$ cat config.mk
export PLATFORM = sky130hd
export DESIGN_NAME = triangle_generator
export DESIGN_NICKNAME = d
export VERILOG_FILES = /design/src/rtl/triangle_generator.sv
export SDC_FILE = /design/constraint.sdc
export NUM_CORES = 1
export LEC_CHECK = 0
export ABC_AREA = 1
export CAP_MARGIN = 20
export CORE_MARGIN = 4
export CORE_UTILIZATION = 50
export DETAILED_ROUTE_END_ITERATION = 8
export PLACE_DENSITY = 0.73
export REMOVE_ABC_BUFFERS = 1
export SYNTH_ARGS = -nofsm -noshare
export SYNTH_HDL_FRONTEND = slang
export SYNTH_SLANG_ARGS = --single-unit
$ cat constraint.sdc
create_clock -name i_clk -period 8.02 [get_ports i_clk]
set_clock_uncertainty 0.15 [all_clocks]
set_input_delay 1.203 -clock i_clk [delete_from_list [all_inputs] [get_ports i_clk]]
set_output_delay 1.203 -clock i_clk [all_outputs]
set_load 0.005 [all_outputs]
$ cat src/rtl/triangle_generator.sv
// triangle_generator: free-running triangle LFO ramping between +PEAK and -PEAK with power-of-two step.
// Optional macro TRI_ZERO_STOP_EN: on stop, keep ramping until the next zero crossing (click-free stop).
module triangle_generator #(
    parameter logic signed [31:0] PEAK      = 32'sd16777216,
    parameter logic        [31:0] BASE_STEP = 32'd1024
) (
    input  logic               i_clk,
    input  logic               i_rst_n,
    input  logic               i_start,
    input  logic [2:0]         i_freq,
    output logic signed [31:0] o_tri
);
`ifdef TRI_ZERO_STOP_EN
    typedef enum logic [1:0] {IDLE, UP, DOWN, STOPPING} state_t;
`else
    typedef enum logic [1:0] {IDLE, UP, DOWN} state_t;
`endif
    localparam logic signed [32:0] PK  = {PEAK[31], PEAK};
    localparam logic signed [32:0] NPK = -PK;

    state_t             state_q, state_d;
    logic signed [31:0] tri_q, tri_d, ramp_tri;
    logic        [31:0] step_q, step_d, new_step, ramp_step;
    logic               dir_q, dir_d, ramp_dir, hit_pos, hit_neg;
    logic signed [32:0] up_nx, dn_nx;
`ifdef TRI_ZERO_STOP_EN
    logic               zero_hit;
`endif

    // 33-bit sums so the clamp decision never sees a wrapped value
    always_comb begin
        new_step  = BASE_STEP << i_freq;
        up_nx     = $signed({tri_q[31], tri_q}) + $signed({1'b0, step_q});
        dn_nx     = $signed({tri_q[31], tri_q}) - $signed({1'b0, step_q});
        hit_pos   = up_nx >= PK;
        hit_neg   = dn_nx <= NPK;
        ramp_tri  = dir_q ? (hit_pos ? PEAK : up_nx[31:0]) : (hit_neg ? -PEAK : dn_nx[31:0]);
        ramp_dir  = dir_q ? !hit_pos : hit_neg;
        ramp_step = (ramp_dir != dir_q) ? new_step : step_q;
`ifdef TRI_ZERO_STOP_EN
        zero_hit  = dir_q ? (tri_q <= 32'sd0 && ramp_tri >= 32'sd0)
                          : (tri_q >= 32'sd0 && ramp_tri <= 32'sd0);
`endif
        state_d   = state_q;
        tri_d     = ramp_tri;
        step_d    = ramp_step;
        dir_d     = ramp_dir;
        if (state_q == IDLE) begin
            state_d = i_start ? UP : IDLE;
            tri_d   = i_start ? $signed(new_step) : 32'sd0;
            step_d  = i_start ? new_step : step_q;
            dir_d   = 1'b1;
        end else if (!i_start) begin
`ifdef TRI_ZERO_STOP_EN
            state_d = zero_hit ? IDLE : STOPPING;
            tri_d   = zero_hit ? 32'sd0 : ramp_tri;
            dir_d   = zero_hit ? 1'b1 : ramp_dir;
`else
            state_d = IDLE;
            tri_d   = 32'sd0;
            step_d  = step_q;
            dir_d   = 1'b1;
`endif
        end else begin
            state_d = ramp_dir ? UP : DOWN;
        end
    end

    always_ff @(posedge i_clk or negedge i_rst_n) begin
        if (!i_rst_n) begin
            state_q <= IDLE;
            tri_q   <= 32'sd0;
            step_q  <= BASE_STEP;
            dir_q   <= 1'b1;
        end else begin
            state_q <= state_d;
            tri_q   <= tri_d;
            step_q  <= step_d;
            dir_q   <= dir_d;
        end
    end

    assign o_tri = tri_q;
endmodule

# Word-level counts from Yosys, hierarchy flattened

Index checks and enable logic that the tools add are counted.

Bits in latches: 0
Flip-flop bits (word level): 67
Word-level logic and storage cells: 31
RAM bits: 0
Output and inout bits: 32
Memories kept: 0
Memory bits (read-only): 0
Bits of input ports: 6

Equality and inequality tests: 1
Divide/modulo/power cells: 0
$lt $le $gt $ge: 2
Bitwise logic cells: 0
Shift operators: 1
Reductions and logical operators: 4
$mul: 0
Mux-type cells: 17
Add/subtract/negate cells: 2

Operators with widths:

| operator                                                                | count |
|---|---|
| 32-bit two-way mux                                                      | 10 |
| 32-bit by 33-bit adder with 33-bit output                               | 1 |
| 33-bit by 26-bit >= comparator with 1-bit output, second input constant | 1 |
| 33-bit by 25-bit <= comparator with 1-bit output, second input constant | 1 |
| 32-bit by 33-bit subtractor with 33-bit output                          | 1 |
| 11-bit by 3-bit left shift with 32-bit output, first input constant     | 1 |
| 2-bit two-way mux                                                       | 3 |
| 1-bit two-way mux                                                       | 4 |
| 2-bit zero test                                                         | 1 |
| 2-bit AND reduction                                                     | 1 |
| 2-bit nonzero test                                                      | 1 |
| 1-bit zero test                                                         | 1 |
| 1-bit != test                                                           | 1 |

# Logic depth before layout (Yosys ltp)

Depth after elaboration: 8
Depth in mapped cells: 22
Mapped depth without buffers: 21

# Least setup slack after synthesis

OpenSTA, ideal clock, no wires.

Path kind: input port to flip-flop
Start: input i_start
End: register tri_q[25] (netlist: o_tri[25])
Path slack: 5,222 ps
Required time: 7,787 ps
Library setup time: 83 ps
Cell stages on the path: 7
Arrival: 2,565 ps
Path buffers: 1
Path through: buf_2 > inv_1 > nor2_1 > clkinv_1 > nor2_1 > inv_1 > o21ai_0

Longest elaborated chain between the ends: 2
Elaborated cells between the ends (all ways): 3
Those cells by class: 3 x mux

Ends and longest elaborated chain:

| item                                         | RTL line | source |
|---|---|---|
| start: declaration                           | 9        | `input logic i_start,` |
| 32-bit two-way mux, on equally long branches | 53, 50   |  |
| 32-bit two-way mux (*)                       | 48       | `if (state_q == IDLE) begin` |
| via tri_d[25]                                | 22       | `logic signed [31:0] tri_q, tri_d, ramp_tri;` |
| end signal: assignment                       | 77       | `tri_q <= tri_d;` |
| end: declaration                             | 22       |  |

Mark *: on every way through the listed nets, which the timed path passes. The rest lies on a longest branch.
A chain may end at the register's enable or synchronous reset.

# Final worst setup path

Start: input i_start
End: register tri_q[30] (netlist: o_tri[30])

The elaborated chain is that of the path after synthesis.

==> reports/metrics.cfg <==
[outcome]
status = finished clean

[clocking]
clock_latency_ns = 0.30
cts_buffers = 5
cts_sinks = 40
cts_setup_buffers = 0
path_clk_slew_ns = 0.09
cts_buffer_depth = 2
htree_levels = 2
cts_hold_buf = 0
post_cts_resized = 0
ctsRootBufferMaster = clkbuf_8
cts_tree = done

[synth]
synth_seq_area_share_pct = 26.6
ys_types = 34
synthArstFlopShare_pct = 100
yosysMostFrequentCell = nand2_1
synth_area_um2 = 3770
synth_area_per_cell_um2 = 5.98
syn-instance-count = 631
synth_top_area_cell = dfrtp_1
yosys-top-cells-count = nand2_1, inv_1, nand3_1
ys_ff_latch = 40
synthDominantCellAreaShare_pct = 25.2
ys.flop_type = dfrtp_1
synth.top_cells.by_area = dfrtp_1, nand2_1, nand3_1, inv_1, nor2_1
synth_edf_count = 0
yosysWarnings = 0

[die]
initial_core_util_pct = 51.8
die_x_um = 94.9
die-area_um2 = 9000
die_h_um = 94.9
core_um2 = 7290
io_pins = 38
rows = 31

[setup_path]
arrival_ns = 3.63
cp.required_ns = 8.09
startpoint_type = primary input
cp_max_fo = 12
end_kind = flop
path_class = in2reg

[cells_and_area]
diodes = 0
nFillCells = 762
final_layout_size_suffix_gt1_share_pct = 5.44
regArea_um2 = 1000
multiInputGateArea_um2 = 2300
finalNetCount = 684
area_growth_pct = 14.2

[route]
ant_nets = 0
dr.pass1.iters = 5
drt-total-wl_um = 11500
vias = 4038
via_per_inst = 5.31
first_iter_violations = 266
wire_per_inst_um = 15.1
route.detailed.drc = 0

[min_path]
hp-class = reg2reg

[global_route]
grt_overflow = 0
antenna_found_initial = 0
grt_pass1_wl_um = 18600
grt_max_degree = 41
grt_pass1_vias = 3708
track_usage_pct = 27.0

[timing]
fin_setup_tns_ns = 0
relSlewSlack_pct = 39.6
min_period_ns = 3.56
worst_pin_slew_ns = 0.906
fin_crit_sh_pct = 44.3
slew_violations = 0
rsz0062_at_grt = no
finalHoldViolCount = 0
setup_viol = 0
timing.fmax_mhz = 281

[placed_design]
post-dp-hpwl_um = 9370
port_buffers = 34
gp_congestion = 1.02

[run]
drv_cap = 0

[worst max-delay path: stages]
cell and delay (ns):
clkdlybuf4s50_1 0.67, inv_1 0.12, nor2_1 0.34, clkinv_1 0.47, nor2_4 0.48, inv_1 0.17, o21ai_1 0.16
[worst paths after layout]
kind / slack [ns] / to / startpoint / cells past startpoint
worst max-delay path: 4.46 / o_tri[30]$_DFF_PN0_ / i_start / 7
worst min-delay path: 0.36 / step_q[10]$_DFFE_PN1P_ / step_q[10]$_DFFE_PN1P_ / 2
worst max register to register: 4.82 / o_tri[30]$_DFF_PN0_ / step_q[11]$_DFFE_PN0P_ / 19
worst min register to register: 0.36 / step_q[10]$_DFFE_PN1P_ / step_q[10]$_DFFE_PN1P_ / 2
max in group asynchronous: 6.27 / o_tri[25]$_DFF_PN0_ / i_rst_n / 1
min in group asynchronous: 0.87 / o_tri[31]$_DFF_PN0_ / i_rst_n / 1
[sequential cells by signal, summed over array words and instances, names as in the netlist]
signal and cells:
o_tri 29, state_q 2, dir_q 1, step_q 8
[placed cells by master, fill, tap and decap left out, drive strengths merged]
cell and count:
o21ai 12, nand4 12, conb 3, a21oi 15
clkdlybuf4s50 33, fa 1, nand3b 1, buf 1
bufinv 3, nand3 83, xnor2 1, nor3 11
dfrtp 38, and2 2, inv 102, o21bai 2
dfstp 2, xor2 10, clkinv 2, nand2 233
ha 16, o31ai 1, a21boi 1, nor2 72
clkbuf 5
[kinds of logic after synthesis]
kind of cell               after synthesis  synth area share, %
xor gates and xnor gates                11                 2.55
AOI/OAI and AO/OA                       31                 4.48
other                                    1               0.0994
DFF                                     40                 26.6
buffers and inverters                  117                 12.7
and+or+nand+nor                        414                 47.7
adders and majority gates               17                 5.84
[cell type report]
type | instances | area share [%]
Clock inverter | 3 | 2.09
Multi-Input combinational cell | 476 | 53.3
Timing Repair Buffer | 34 | 7.78
Sequential cell | 40 | 23.3
Clock buffer | 5 | 1.60
Inverter | 104 | 9.06
Tap cell | 99 | 2.87
[through the flow]
step / utilization, % / cells / setup WS [ns] / hold WS [ns] / instance area (um2)
2_1_floorplan: - / 620 / 5.39 / 0.320 / 3690
3_3_place_gp: 56.9 / 753 / 4.36 / 0.337 / 4150
3_5_place_dp: 56.9 / 753 / 4.23 / 0.342 / 4150
4_1_cts: 59.1 / 761 / 4.50 / 0.354 / 4310
5_1_grt: 59.1 / 761 / 4.29 / 0.417 / 4310
6_report: 59.1 / 761 / 4.46 / 0.355 / 4310
[routing by layer]
layer	global-route usage (%)	share of wire, %
met1	40.7	47
met2	40.5	44
met3	2.47	6.9
met4	9.01	2.2
met5	0	0
Power is not shown: default switching activity piles up to over one toggle a cycle in this logic, so the estimate is an artifact.
